==> src/rtl/cbus_arbiter.sv <==
// rtl/cbus_arbiter.sv - two-requester memory bus arbiter, data-priority with instruction anti-starvation
// Grants hold for the whole burst; an IDLE cycle always separates two transactions.
module cbus_arbiter #(
  parameter int STARVE_LIMIT = 4,
  parameter int CNT_W        = 3
) (
  input  logic         clk,
  input  logic         reset,
  input  logic [144:0] dreq,
  output logic [65:0]  dresp,
  input  logic [144:0] ireq,
  output logic [65:0]  iresp,
  output logic [144:0] oreq,
  input  logic [65:0]  oresp,
  output logic         busy,
  output logic         owner
);

  typedef enum logic [1:0] {IDLE, GRANT_D, GRANT_I} state_t;

  state_t           state_q;
  logic [CNT_W-1:0] starve_cnt_q;
  logic [3:0]       beat_cnt_q;
  logic             len_err_q;

  logic       d_valid, i_valid, starve_full, rsp_ready, rsp_last;
  logic [3:0] cur_len;

  assign d_valid     = dreq[144];
  assign i_valid     = ireq[144];
  assign starve_full = (starve_cnt_q == CNT_W'(STARVE_LIMIT));
  assign rsp_ready   = oresp[65];
  assign rsp_last    = oresp[64];
  assign cur_len     = oreq[139:136];

  assign busy  = (state_q != IDLE);
  assign owner = (state_q == GRANT_I);

  // The non-owner never sees the downstream response, so it can never observe ready.
  always_comb begin
    oreq  = '0;
    dresp = '0;
    iresp = '0;
    case (state_q)
      GRANT_D: begin
        oreq  = dreq;
        dresp = oresp;
      end
      GRANT_I: begin
        oreq  = ireq;
        iresp = oresp;
      end
      default: ;
    endcase
  end

  always_ff @(posedge clk or posedge reset) begin
    if (reset) begin
      state_q      <= IDLE;
      starve_cnt_q <= '0;
      beat_cnt_q   <= '0;
      len_err_q    <= 1'b0;
    end else begin
      case (state_q)
        IDLE: begin
          beat_cnt_q <= '0;
          if (d_valid && !(i_valid && starve_full)) begin
            state_q <= GRANT_D;
            if (!i_valid) begin
              starve_cnt_q <= '0;
            end else if (!starve_full) begin
              starve_cnt_q <= starve_cnt_q + CNT_W'(1);
            end
          end else if (i_valid) begin
            state_q      <= GRANT_I;
            starve_cnt_q <= '0;
          end
        end
        GRANT_D, GRANT_I: begin
          // len_err_q is a sticky burst-length sanity flag for simulation; it drives nothing.
          if (rsp_ready) begin
            if (rsp_last) begin
              state_q    <= IDLE;
              beat_cnt_q <= '0;
              if (beat_cnt_q != cur_len) len_err_q <= 1'b1;
            end else begin
              beat_cnt_q <= beat_cnt_q + 4'd1;
              if (beat_cnt_q >= cur_len) len_err_q <= 1'b1;
            end
          end
        end
        default: state_q <= IDLE;
      endcase
    end
  end

endmodule

==> config.mk <==
export PLATFORM = sky130hd
export DESIGN_NAME = cbus_arbiter
export DESIGN_NICKNAME = d
export VERILOG_FILES = /design/src/rtl/cbus_arbiter.sv
export SDC_FILE = /design/constraint.sdc
export NUM_CORES = 1
export LEC_CHECK = 0
export BUFFER_PORTS_ARGS = -buffer_cell sky130_fd_sc_hd__buf_2
export CORE_AREA = 2 2 251 253
export DETAILED_ROUTE_END_ITERATION = 7
export DIE_AREA = 0 0 253 255
export GPL_ROUTABILITY_DRIVEN = 0
export PLACE_DENSITY = 0.31
export SLEW_MARGIN = 20
export SYNTH_ARGS = -nofsm -noshare
export SYNTH_HDL_FRONTEND = slang
export SYNTH_SLANG_ARGS = --single-unit
==> constraint.sdc <==
create_clock -name clk -period 1.5 [get_ports clk]
set_clock_uncertainty 0.1 [all_clocks]
set_input_delay 0.075 -clock clk [delete_from_list [all_inputs] [get_ports clk]]
set_output_delay 0.075 -clock clk [all_outputs]
set_load 0.03 [all_outputs]
-- Word level (Yosys, flattened, before mapping)
Cells that the tools add are included.
- register bits after elaboration: 5
- logic and storage cells: 31
- eq/ne operators: 7
- add/subtract/negate cells: 1
- muxes and demuxes: 12
- reduce and logical (&&, ||, !) cells: 9
- operators by type and width (operator ; count):
    $pmux 145 s2 ; 1
    $mux 66 ; 2
    $mux 3 ; 4
    $mux 2 ; 4
    $ne 3x3->1 const B ; 2
    $reduce_and 3->1 ; 2
    $ne 2x2->1 const B ; 2
    $pmux 2 s2 ; 1
    $reduce_bool 2->1 ; 2
    $add 3x1->3 const B ; 1
    $eq 3x3->1 const B ; 1
    $eq 2x1->1 const B ; 1
    $eq 2x2->1 const B ; 1
    $logic_and 1x1->1 ; 2
    $logic_not 2->1 ; 1
    $reduce_or 2->1 ; 1
    $logic_not 1->1 ; 1

-- Longest topological paths before layout
- depth in word-level cells: 6
- depth in mapped cells: 7

-- Worst setup path after synthesis
OpenSTA, ideal clock, no wires.
- path type: register to output
- start: register state_q[0]
- end: output port oreq[103]
- arrival: 1839 ps
- setup slack: -514 ps
- path buffers: 3
- stages on the path, launching flop included: 8
- path through: dfrtp_1 -> inv_1 -> ha_1 -> buf_2 -> buf_6 -> buf_6 -> a22oi_1 -> nor2b_1
- cells in the longest elaborated chain, start to end: 2
- elaborated cells on any way between the ends: 3
- classes of those cells: eq/ne (2); mux (1)
- RTL lines (item ; line ; RTL):
    start: declaration ; 21 ; state_t state_q;
    start signal: assignment ; 59 ; state_q <= IDLE;
    start signal: assignment ; 68 ; state_q <= GRANT_D;
    start signal: assignment ; 75 ; state_q <= GRANT_I;
    $eq 2x2->1 ; n/a ;
    named net owner ; 16 ; output logic owner
    $pmux 145 s2 ; 44 ; case (state_q)
    end: declaration ; 13 ; output logic [144:0] oreq,
The timed path passes the listed nets, and every way through them passes these cells.

-- Worst setup path after layout
- start: register state_q[1]
- end: output port oreq[7]
- cells in the longest elaborated chain, start to end: 2
- elaborated cells on any way between the ends: 3
- classes of those cells: eq/ne (2); mux (1)
- RTL lines (item ; line):
    $eq 2x2->1 / $eq 2x1->1 (equally long branches) ; 44
    $pmux 145 s2 (*) ; 44
Every way passes the cells marked *; elsewhere a longest branch is shown, timed or not.

==> results.toml <==
[run_status]
outcome = "complete, but fails checks"
violations = "negative setup slack"

[synthesis]
syn_nets = 884
synth_edf_count = 0
ys_ff_latch = 5
ys.flop_type = "dfrtp_1"
ys_async_sr_fraction_pct = 100
seq_area_frac_synth_pct = 3.59
netlist_instances = 520
netlist-cell-type-count = 23
postSynthAreaPerCell_sq_um = 6.71
synth_warnings = 0
syn_area_sq_um = 3490

[sta]
finalSetupViolCount = 280
min_period_over_period_pct = 135
fmax_mhz = 494
fin_ws_ps = -524
final-hold-violation-count = 0
fin_crit_ps = 2020
max_slew.worst_pin.slew_ps = 448
rsz0062_at_grt = "true"
report.final.slew_viol_count = 0
whs_ps = 77.1
slew-limit-headroom_pct = 69.9

[drt]
drc = 0
ant_nets = 0
post_drt_wl_per_cell_um = 16.4
first_pass_iters = 4
drt_iter0_markers = 220
routed_wl_mm = 32.8
vias_per_cell = 3.35
vias = 6714

[global_routing]
antenna_found_initial = 0
grt_pass1_wl_mm = 41.7
grt_usage_pct = 8.51
grt_overflow = 0
first_global_vias = 6405
grt_max_degree = 46

[worst_hold_path]
hp-class = "input port to flop"
min_from = "ireq[144]"
min_delay_worst_endpoint = "starve_cnt_q[0]"
worst_hold_path.num_cells = 3

[critical_path]
end_kind = "output port"
arrival_ps = 1850
r2r_cells = 8
timing.rr.end = "state_q[1]"
reg2reg_from = "state_q[0]"
cp-start-kind = "flop"
r2r_slack_ps = -200
path_class = "flop to output port"
required_ps = 1320
cp_max_fo = 8

[clocking]
clk_pin_slew_worst_paths_ps = 30
clockBufferDepth = 2
cts.sinks = 5
numCtsBuffers = 3
htreeDepth = 1
cts_tree = "yes"
insertion_delay_ps = 220
cts_root_buf = "clkbuf_16"

[floorplanning]
row_count = 92
dieArea_sq_um = 64500
core_sq_um = 62200
fp.dieW_um = 253
die_h_um = 255
num_io_pins = 637
start_util_pct = 5.61

[power]
p_leak_nw = 5.20
ir_drop_uv = 922
pwr_density_cell_nw_per_um2 = 1840

[final_layout]
fillers = 6994
nets = 1573
finish.instance_area_sq_um = 11600
drive_above_1_share_pct = 85.1
area_delta_synth_final_pct = 233
diodes = 0

[place]
numPortBuffers = 636
hpwl_mm = 24.4
dpl-instance-area_sq_um = 9200

[job]
cap_violations = 0
[cells in the final DEF (no fill, tap or decap), types with 2 or more instances in the layout]
master and instances:
a22oi_1 24, buf_2 418, buf_8 6, dfrtp_1 5
inv_1 4, clkbuf_16 14, buf_4 66, and2_1 128
buf_6 155, nor2_1 2, ha_1 3, and2_4 3
inv_2 2, nor2b_4 101, a22oi_2 121, clkbuf_4 59
buf_16 10, ha_4 3, nand2_1 4, buf_12 20
nor2b_2 44, nand3_1 2
[critical path, cell delays in order (launching register included)]
cell       delay (ps)
dfrtp_1           420
inv_2             100
ha_4              220
buf_12            150
buf_16            160
clkbuf_16         170
a22oi_2           200
nor2b_4            60
buf_6             140
[synthesized netlist by cell type (all sizes together) (2+ instances only)]
master	instances	share of area (%)
ha	6	2.2
inv	6	0.65
buf	34	6.5
dfrtp	5	3.6
nor2	2	0.22
and2	132	24
nor2b	145	26
nand2	5	0.54
a22oi	145	31
o21ai	2	0.29
clkbuf	28	3.1
nand3	2	0.29
[cell type report]
class                           instances  area (sq um)  area share (%)
Timing Repair Buffer                  746          5830            50.2
Multi-Input combinational cell        447          4550            39.2
Tap cell                              799          1000            8.61
Sequential cell                         5           125            1.08
Clock buffer                            4          78.8           0.679
Inverter                                6          22.5           0.194
[cells by family after synthesis]
group	count (synthesis)	synth area share, %
compound gates	154	33.2
fa+ha+maj	6	2.15
buf+inv	68	10.2
flops	5	3.59
simple gates	287	50.9
[report_power, final]
| group | switching (mW) | total [mW] | internal (mW) | leakage (nW) |
|---|---|---|---|---|
| Clock | 0.0832 | 0.435 | 0.352 | 0.0382 |
| Sequential | 0.0455 | 0.226 | 0.181 | 0.0665 |
| Combinational | 10.4 | 20.7 | 10.3 | 5.10 |
[registers in the layout, indices dropped and copies added, names as in the netlist]
signal        cells
starve_cnt_q      3
state_q           2
[stage by stage]
stage	std cells	setup slack (ps)	power, mW	util (%)	TNS, ps
global placement	1961	-440	15.8	14.8	-67220
floorplan	520	-156	11.1	-	-13470
CTS	1988	-538	19.0	16.9	-123370
detailed placement	1961	-414	15.7	14.8	-69610
global route	2007	-578	22.5	18.7	-131070
finish	2007	-524	21.4	18.7	-110130
[how the worst max path moves through the flow]
stage,startpoint,slack [ps],end
finish,state_q[1],-520,oreq[7]
global placement,state_q[1],-440,oreq[115]
CTS,state_q[1],-540,oreq[12]
detailed placement,state_q[1],-410,oreq[115]
global route,state_q[1],-580,oreq[16]
floorplan,state_q[0],-160,oreq[103]
[repair_timing]
item / in CTS / in global routing
setup endpoints to repair: 281 / 281
endpoints found under the hold margin: 5 / 0
resized for setup: 265 / 245
setup buffers: 15 / 8
gates cloned: 7 / 15
pin swaps: 24 / 21
hold buffers: 1 / 0
[metal layers]
layer | routed length (um) | up-vias | global-route usage [%]
met5 | 0 | - | 0
met4 | 175 | 0 | 0.456
met1 | 13700 | 3220 | 10.9
li1 | - | 3207 | -
met2 | 17500 | 275 | 16.1
met3 | 1510 | 12 | 0.712
(Power assumes the default switching activity.)
